--- src/rtl/m3_sixstep_drive.sv ---
// m3_sixstep_drive -- six-step commutation generator for one three-phase bridge.
//
// A RUN/IDLE controller counts clocks within each commutation step. At the end
// of a step it advances the step index (forward or reverse), pulses stepPulse,
// and slews the running period toward a target period by at most PER_STEP.
// Each step opens with DEAD_CYC clocks of an all-off bridge. The gate pattern is
// decoded from registered state and then registered once more, so the gates lag
// the internal state by one clock.
//
// Ports:
//   clk, rst                 system clock, synchronous active-high reset
//   m3start                  pulse: start from IDLE (ignored while running)
//   m3forceStop              immediate stop, overrides m3start
//   m3invRotate              direction level, latched at start
//   m3freqINC / m3freqDEC    shorten / lengthen the target step period
//   aHP,bHP,cHP              high-side gates, active-high
//   aLN,bLN,cLN              low-side gates, active-low
//   busy, dirRev, stepIdx    run flag, latched direction, current step 0..5
//   stepPulse                one clock per commutation (aligned with gate lag)
//   perNow                   running step period
module m3_sixstep_drive #(
  parameter int PER_W    = 16,
  parameter int PER_MAX  = 50000,
  parameter int PER_MIN  = 1000,
  parameter int PER_STEP = 100,
  parameter int DEAD_CYC = 10
) (
  input  logic             clk,
  input  logic             rst,
  input  logic             m3start,
  input  logic             m3forceStop,
  input  logic             m3invRotate,
  input  logic             m3freqINC,
  input  logic             m3freqDEC,
  output logic             aHP,
  output logic             bHP,
  output logic             cHP,
  output logic             aLN,
  output logic             bLN,
  output logic             cLN,
  output logic             busy,
  output logic             dirRev,
  output logic [2:0]       stepIdx,
  output logic             stepPulse,
  output logic [PER_W-1:0] perNow
);

  localparam int W1 = PER_W + 1;
  localparam logic [PER_W:0]   MAX_X  = W1'(PER_MAX);
  localparam logic [PER_W:0]   MIN_X  = W1'(PER_MIN);
  localparam logic [PER_W:0]   STEP_X = W1'(PER_STEP);
  localparam logic [PER_W-1:0] MAX_N  = PER_W'(PER_MAX);
  localparam logic [PER_W-1:0] STEP_N = PER_W'(PER_STEP);
  localparam logic [PER_W-1:0] DEAD_N = PER_W'(DEAD_CYC);
  // {aHP,bHP,cHP,aLN,bLN,cLN} with every switch open
  localparam logic [5:0]       GATE_OFF = 6'b000_111;

  typedef enum logic {IDLE = 1'b0, RUN = 1'b1} state_t;

  state_t           state;
  logic [PER_W-1:0] cnt;
  logic [PER_W-1:0] per_cur;
  logic [PER_W-1:0] per_tgt;
  logic             step_evt_p1;
  logic [5:0]       gate_p0;

  // Saturating target update; one guard bit keeps the add/subtract from wrapping.
  function automatic logic [PER_W-1:0] tgt_next(input logic [PER_W-1:0] tgt,
                                                 input logic inc, input logic dec);
    logic [PER_W:0] t;
    t = {1'b0, tgt};
    if (inc && !dec)
      t = (t < MIN_X + STEP_X) ? MIN_X : t - STEP_X;
    else if (dec && !inc)
      t = (t + STEP_X > MAX_X) ? MAX_X : t + STEP_X;
    return t[PER_W-1:0];
  endfunction

  // Slew the running period toward the target, landing exactly when close.
  function automatic logic [PER_W-1:0] per_slew(input logic [PER_W-1:0] cur,
                                                 input logic [PER_W-1:0] tgt);
    if (cur > tgt)
      return (cur - tgt > STEP_N) ? cur - STEP_N : tgt;
    else
      return (tgt - cur > STEP_N) ? cur + STEP_N : tgt;
  endfunction

  // High-side / low-side phase per step: AB, AC, BC, BA, CA, CB.
  function automatic logic [5:0] step_gates(input logic [2:0] s);
    case (s)
      3'd0:    return 6'b100_101;
      3'd1:    return 6'b100_110;
      3'd2:    return 6'b010_110;
      3'd3:    return 6'b010_011;
      3'd4:    return 6'b001_011;
      3'd5:    return 6'b001_101;
      default: return GATE_OFF;
    endcase
  endfunction

  function automatic logic [2:0] step_next(input logic [2:0] s, input logic rev);
    if (rev)
      return (s == 3'd0) ? 3'd5 : s - 3'd1;
    else
      return (s == 3'd5) ? 3'd0 : s + 3'd1;
  endfunction

  // Stage p0: gate decode from registered state
  always_comb begin
    gate_p0 = GATE_OFF;
    if (state == RUN && cnt >= DEAD_N)
      gate_p0 = step_gates(stepIdx);
  end

  // Stage p1: control state, counters and registered gate outputs
  always_ff @(posedge clk) begin
    if (rst) begin
      state       <= IDLE;
      cnt         <= '0;
      stepIdx     <= 3'd0;
      per_cur     <= MAX_N;
      per_tgt     <= MAX_N;
      dirRev      <= 1'b0;
      step_evt_p1 <= 1'b0;
      stepPulse   <= 1'b0;
      {aHP, bHP, cHP, aLN, bLN, cLN} <= GATE_OFF;
    end else begin
      {aHP, bHP, cHP, aLN, bLN, cLN} <= gate_p0;
      stepPulse   <= step_evt_p1;
      step_evt_p1 <= 1'b0;
      per_tgt     <= tgt_next(per_tgt, m3freqINC, m3freqDEC);
      if (m3forceStop) begin
        state <= IDLE;
        cnt   <= '0;
      end else begin
        case (state)
          IDLE: begin
            if (m3start) begin
              state   <= RUN;
              cnt     <= '0;
              stepIdx <= 3'd0;
              per_cur <= MAX_N;
              dirRev  <= m3invRotate;
            end
          end
          RUN: begin
            if (cnt == per_cur - PER_W'(1)) begin
              cnt         <= '0;
              stepIdx     <= step_next(stepIdx, dirRev);
              per_cur     <= per_slew(per_cur, per_tgt);
              step_evt_p1 <= 1'b1;
            end else begin
              cnt <= cnt + PER_W'(1);
            end
          end
          default: state <= IDLE;
        endcase
      end
    end
  end

  assign busy   = (state == RUN);
  assign perNow = per_cur;

endmodule

--- config.mk ---
export PLATFORM = sky130hd
export DESIGN_NAME = m3_sixstep_drive
export DESIGN_NICKNAME = d
export VERILOG_FILES = /design/src/rtl/m3_sixstep_drive.sv
export SDC_FILE = /design/constraint.sdc
export NUM_CORES = 1
export LEC_CHECK = 0
export CAP_MARGIN = 10
export CORE_MARGIN = 5
export CORE_UTILIZATION = 45
export DETAILED_ROUTE_END_ITERATION = 6
export GPL_TIMING_DRIVEN = 1
export SETUP_SLACK_MARGIN = 0.3
export SKIP_CTS_REPAIR_TIMING = 1
export SKIP_LAST_GASP = 1
export SLEW_MARGIN = 25
export SYNTH_ARGS = -nofsm -noshare
export SYNTH_HDL_FRONTEND = slang
export SYNTH_SLANG_ARGS = --single-unit
--- constraint.sdc ---
create_clock -name clk -period 9.3 [get_ports clk]
set_input_delay 1.86 -clock clk [delete_from_list [all_inputs] [get_ports clk]]
set_output_delay 1.86 -clock clk [all_outputs]
set_load 0.01 [all_outputs]
==> flow_summary.toml <==
[yosys]
synth_area_leader_cell = "dfxtp_1"
synth_nets = 939
synthFlopType = "dfxtp_1"
synth_area_leaders = "dfxtp_1 18%, ha_1 7.7%, a21oi_1 5.9%"
synth-edff-count = 0
synthesis.area_sq_um = 6320
synthTopCellsByCount = "75 x a21oi_1, 71 x nor2_1, 64 x nand2_1"
async_flop_share = 0
synth.top_cell.area_share = 0.184
syn_area_per_cell_sq_um = 7.09
synth.most_common_cell = "a21oi_1"
yosys_warnings = 0
synthCells = 892
ys_seq_elements = 58
ys_seq_area_frac = 0.184
synth_cell_types = 76

[floorplanning]
die_area_sq_um = 16500
core_area_sq_um = 13800
fp-row-count = 43
ios = 35
dieHeight_um = 129
die_w_um = 129
initial_core_util = 0.457

[clock_tree]
clk_pin_slew_ns = 0.06
cts_tree = "built"
clk_latency_ns = 0.33
h-tree-depth = 3
cts_buffer_depth = 2
cts_buffers = 9
root_buffer = "clkbuf_16"
cts_sinks = 58

[route]
antenna_left = 0
top_layer = "met4"
wl_met1_um = 9360
first_iter_violations = 798
route.met2.wl_um = 10000
drc = 0
vias_per_cell = 6.73
vias = 7149
first_pass_iters = 6
wl_met3_um = 1650
drt_wl_total_um = 21900
wl_per_cell_um = 20.7

[critical_path]
critPathMaxFanout = 17
rr_endpoint = "perNow[14]$_SDFFE_PP1P_"
endpoint_kind = "register"
required_ns = 9.56
rr_worst_depth = 11
worstPathArrival_ns = 5.13
crit_path_start = "per_tgt[4]$_SDFFE_PP1P_"
critPathLaunchType = "register"
timing.rr.start = "per_tgt[4]$_SDFFE_PP1P_"
rrSetupSlack_ns = 4.43
critPathCapture = "perNow[14]$_SDFFE_PP1P_"
critPathKind = "register to register"

[cells_and_area]
antenna_cells = 0
multi_input_area_sq_um = 4710
syn_to_final_growth_pct = 10.2
nFillCells = 1391
finish.instance_area_sq_um = 6960
final_nets = 924
drive_above_1_share = 0.0465
seqCellArea_sq_um = 1160

[pwr]
p_leak_nw = 2.61
peakVddDrop_uv = 115
power_density_nw_per_um2 = 133

[placement]
pre_cts_ws_ns = 4.66
gp_congestion = 1.00
dp_hpwl_um = 16200
postPlaceCellArea_sq_um = 6640
port_buffers = 34

[global_routing]
grt_max_degree = 33
first_global_vias = 6470
grt_pass1_wl_um = 34500
antenna_found_initial = 0
overflow = 0
grtUsageTotal = 0.258

[sta]
fin_ws_ns = 4.43
timing.final.max_slew_violations = 0
fin_tns_setup_ns = 0
worst_pin_slew_ns = 1.16
min_period_ns = 4.87
final.period_utilization = 0.524
timing.slew.headroom = 0.224
setup_viol = 0
rsz0062_at_grt = "no"
fmax_mhz = 205
skew_ns = 0.00758
final_hold_viol_count = 0
timing.hold.ws_ns = 0.442

[hold_path]
min_path_type = "register to register"

[run_status]
status = "completed"

[job]
drv_cap = 0
==> registers in the layout, summed over array words and instances, names as in the netlist <==
signal,cells
aHP,1
stepPulse,1
bLN,1
cnt,16
per_tgt,14
bHP,1
cLN,1
step_evt_p1,1
dirRev,1
cHP,1
aLN,1
busy,1
perNow,15
stepIdx,3
==> cell families after synthesis <==
family          Yosys count  share of synthesized area
compound gates          294                      0.309
xor+xnor                 39                     0.0540
fa+ha+maj                40                     0.0803
buf+inv                 112                     0.0716
flops                    58                      0.184
mux                      12                     0.0196
simple gates            337                      0.282
==> cell usage in the layout (no fill, tap or decap), types with 6 or more instances in the layout <==
cell	netlist	layout
a21oi_1	75	75
nor2_1	71	71
nand2_1	64	64
o21ai_0	61	61
dfxtp_1	58	58
inv_1	47	47
nand3_1	40	40
ha_1	39	39
clkdlybuf4s50_1	0	34
nor3_1	31	31
xnor2_1	25	25
a31oi_1	23	23
nand2b_1	18	18
nor4_1	17	17
or3_1	15	15
a311oi_1	15	15
nand4_1	14	14
and3_1	14	14
xor2_1	14	14
and2_1	13	13
o22ai_1	11	11
a211oi_1	10	10
mux2i_1	9	9
clkbuf_16	0	9
o211ai_1	8	8
nor2b_1	8	8
o21a_1	8	8
o221ai_1	8	8
o31ai_1	8	8
a22oi_1	8	8
a221oi_1	7	7
o2111ai_1	6	6
and4_1	6	6
a41oi_1	6	6
==> worst min path at each step <==
stage | endpoint | start | cells after the start | slack [ns]
after floorplan | stepPulse$_SDFF_PP0_ | step_evt_p1$_SDFF_PP0_ | 1 | 0.41
after global placement | stepPulse$_SDFF_PP0_ | step_evt_p1$_SDFF_PP0_ | 1 | 0.44
after detailed placement | stepPulse$_SDFF_PP0_ | step_evt_p1$_SDFF_PP0_ | 1 | 0.44
after CTS | stepPulse$_SDFF_PP0_ | step_evt_p1$_SDFF_PP0_ | 1 | 0.45
after global routing | stepPulse$_SDFF_PP0_ | step_evt_p1$_SDFF_PP0_ | 1 | 0.47
final | stepPulse$_SDFF_PP0_ | step_evt_p1$_SDFF_PP0_ | 1 | 0.44
==> worst max-delay path: stages, from the launching register on <==
cell and delay (ns):
dfxtp_1 0.81, ha_1 0.54, a21oi_1 0.39, nand4b_1 0.27
a41oi_1 0.41, nor3_1 0.10, o221ai_1 0.60, inv_1 0.28
nor2_1 0.76, a221oi_1 0.23, a31o_2 0.27, a22oi_1 0.13
==> stage by stage <==
step / util / cells / power [mW]
3_3_place_gp: 0.480 / 1046 / 0.550
4_1_cts: 0.504 / 1062 / 0.917
6_report: 0.504 / 1062 / 0.925
3_5_place_dp: 0.480 / 1046 / 0.550
5_1_grt: 0.504 / 1062 / 0.964
2_1_floorplan: - / 892 / 0.485
==> layer usage <==
layer / global-route usage / vias up
li1: - / 3332
met1: 0.342 / 3354
met2: 0.424 / 392
met3: 0.0328 / 71
met4: 0.106 / 0
met5: 0 / -
==> layout make-up <==
cell class / instances / area share
inverter: 50 / 0.0269
clock inverter: 7 / 0.0146
tap: 180 / 0.0323
clock buffer: 9 / 0.0323
timing repair buffer: 36 / 0.0510
multi-input combinational: 722 / 0.676
sequential: 58 / 0.167
==> power by group <==
group	switching, mW	internal [mW]	total (mW)	leakage, nW
logic	0.186	0.105	0.291	1.99
clock network	0.131	0.237	0.368	0.153
registers	0.0140	0.252	0.266	0.469
total	0.331	0.594	0.925	2.61
No activity file was read; power rests on OpenSTA's default activity.
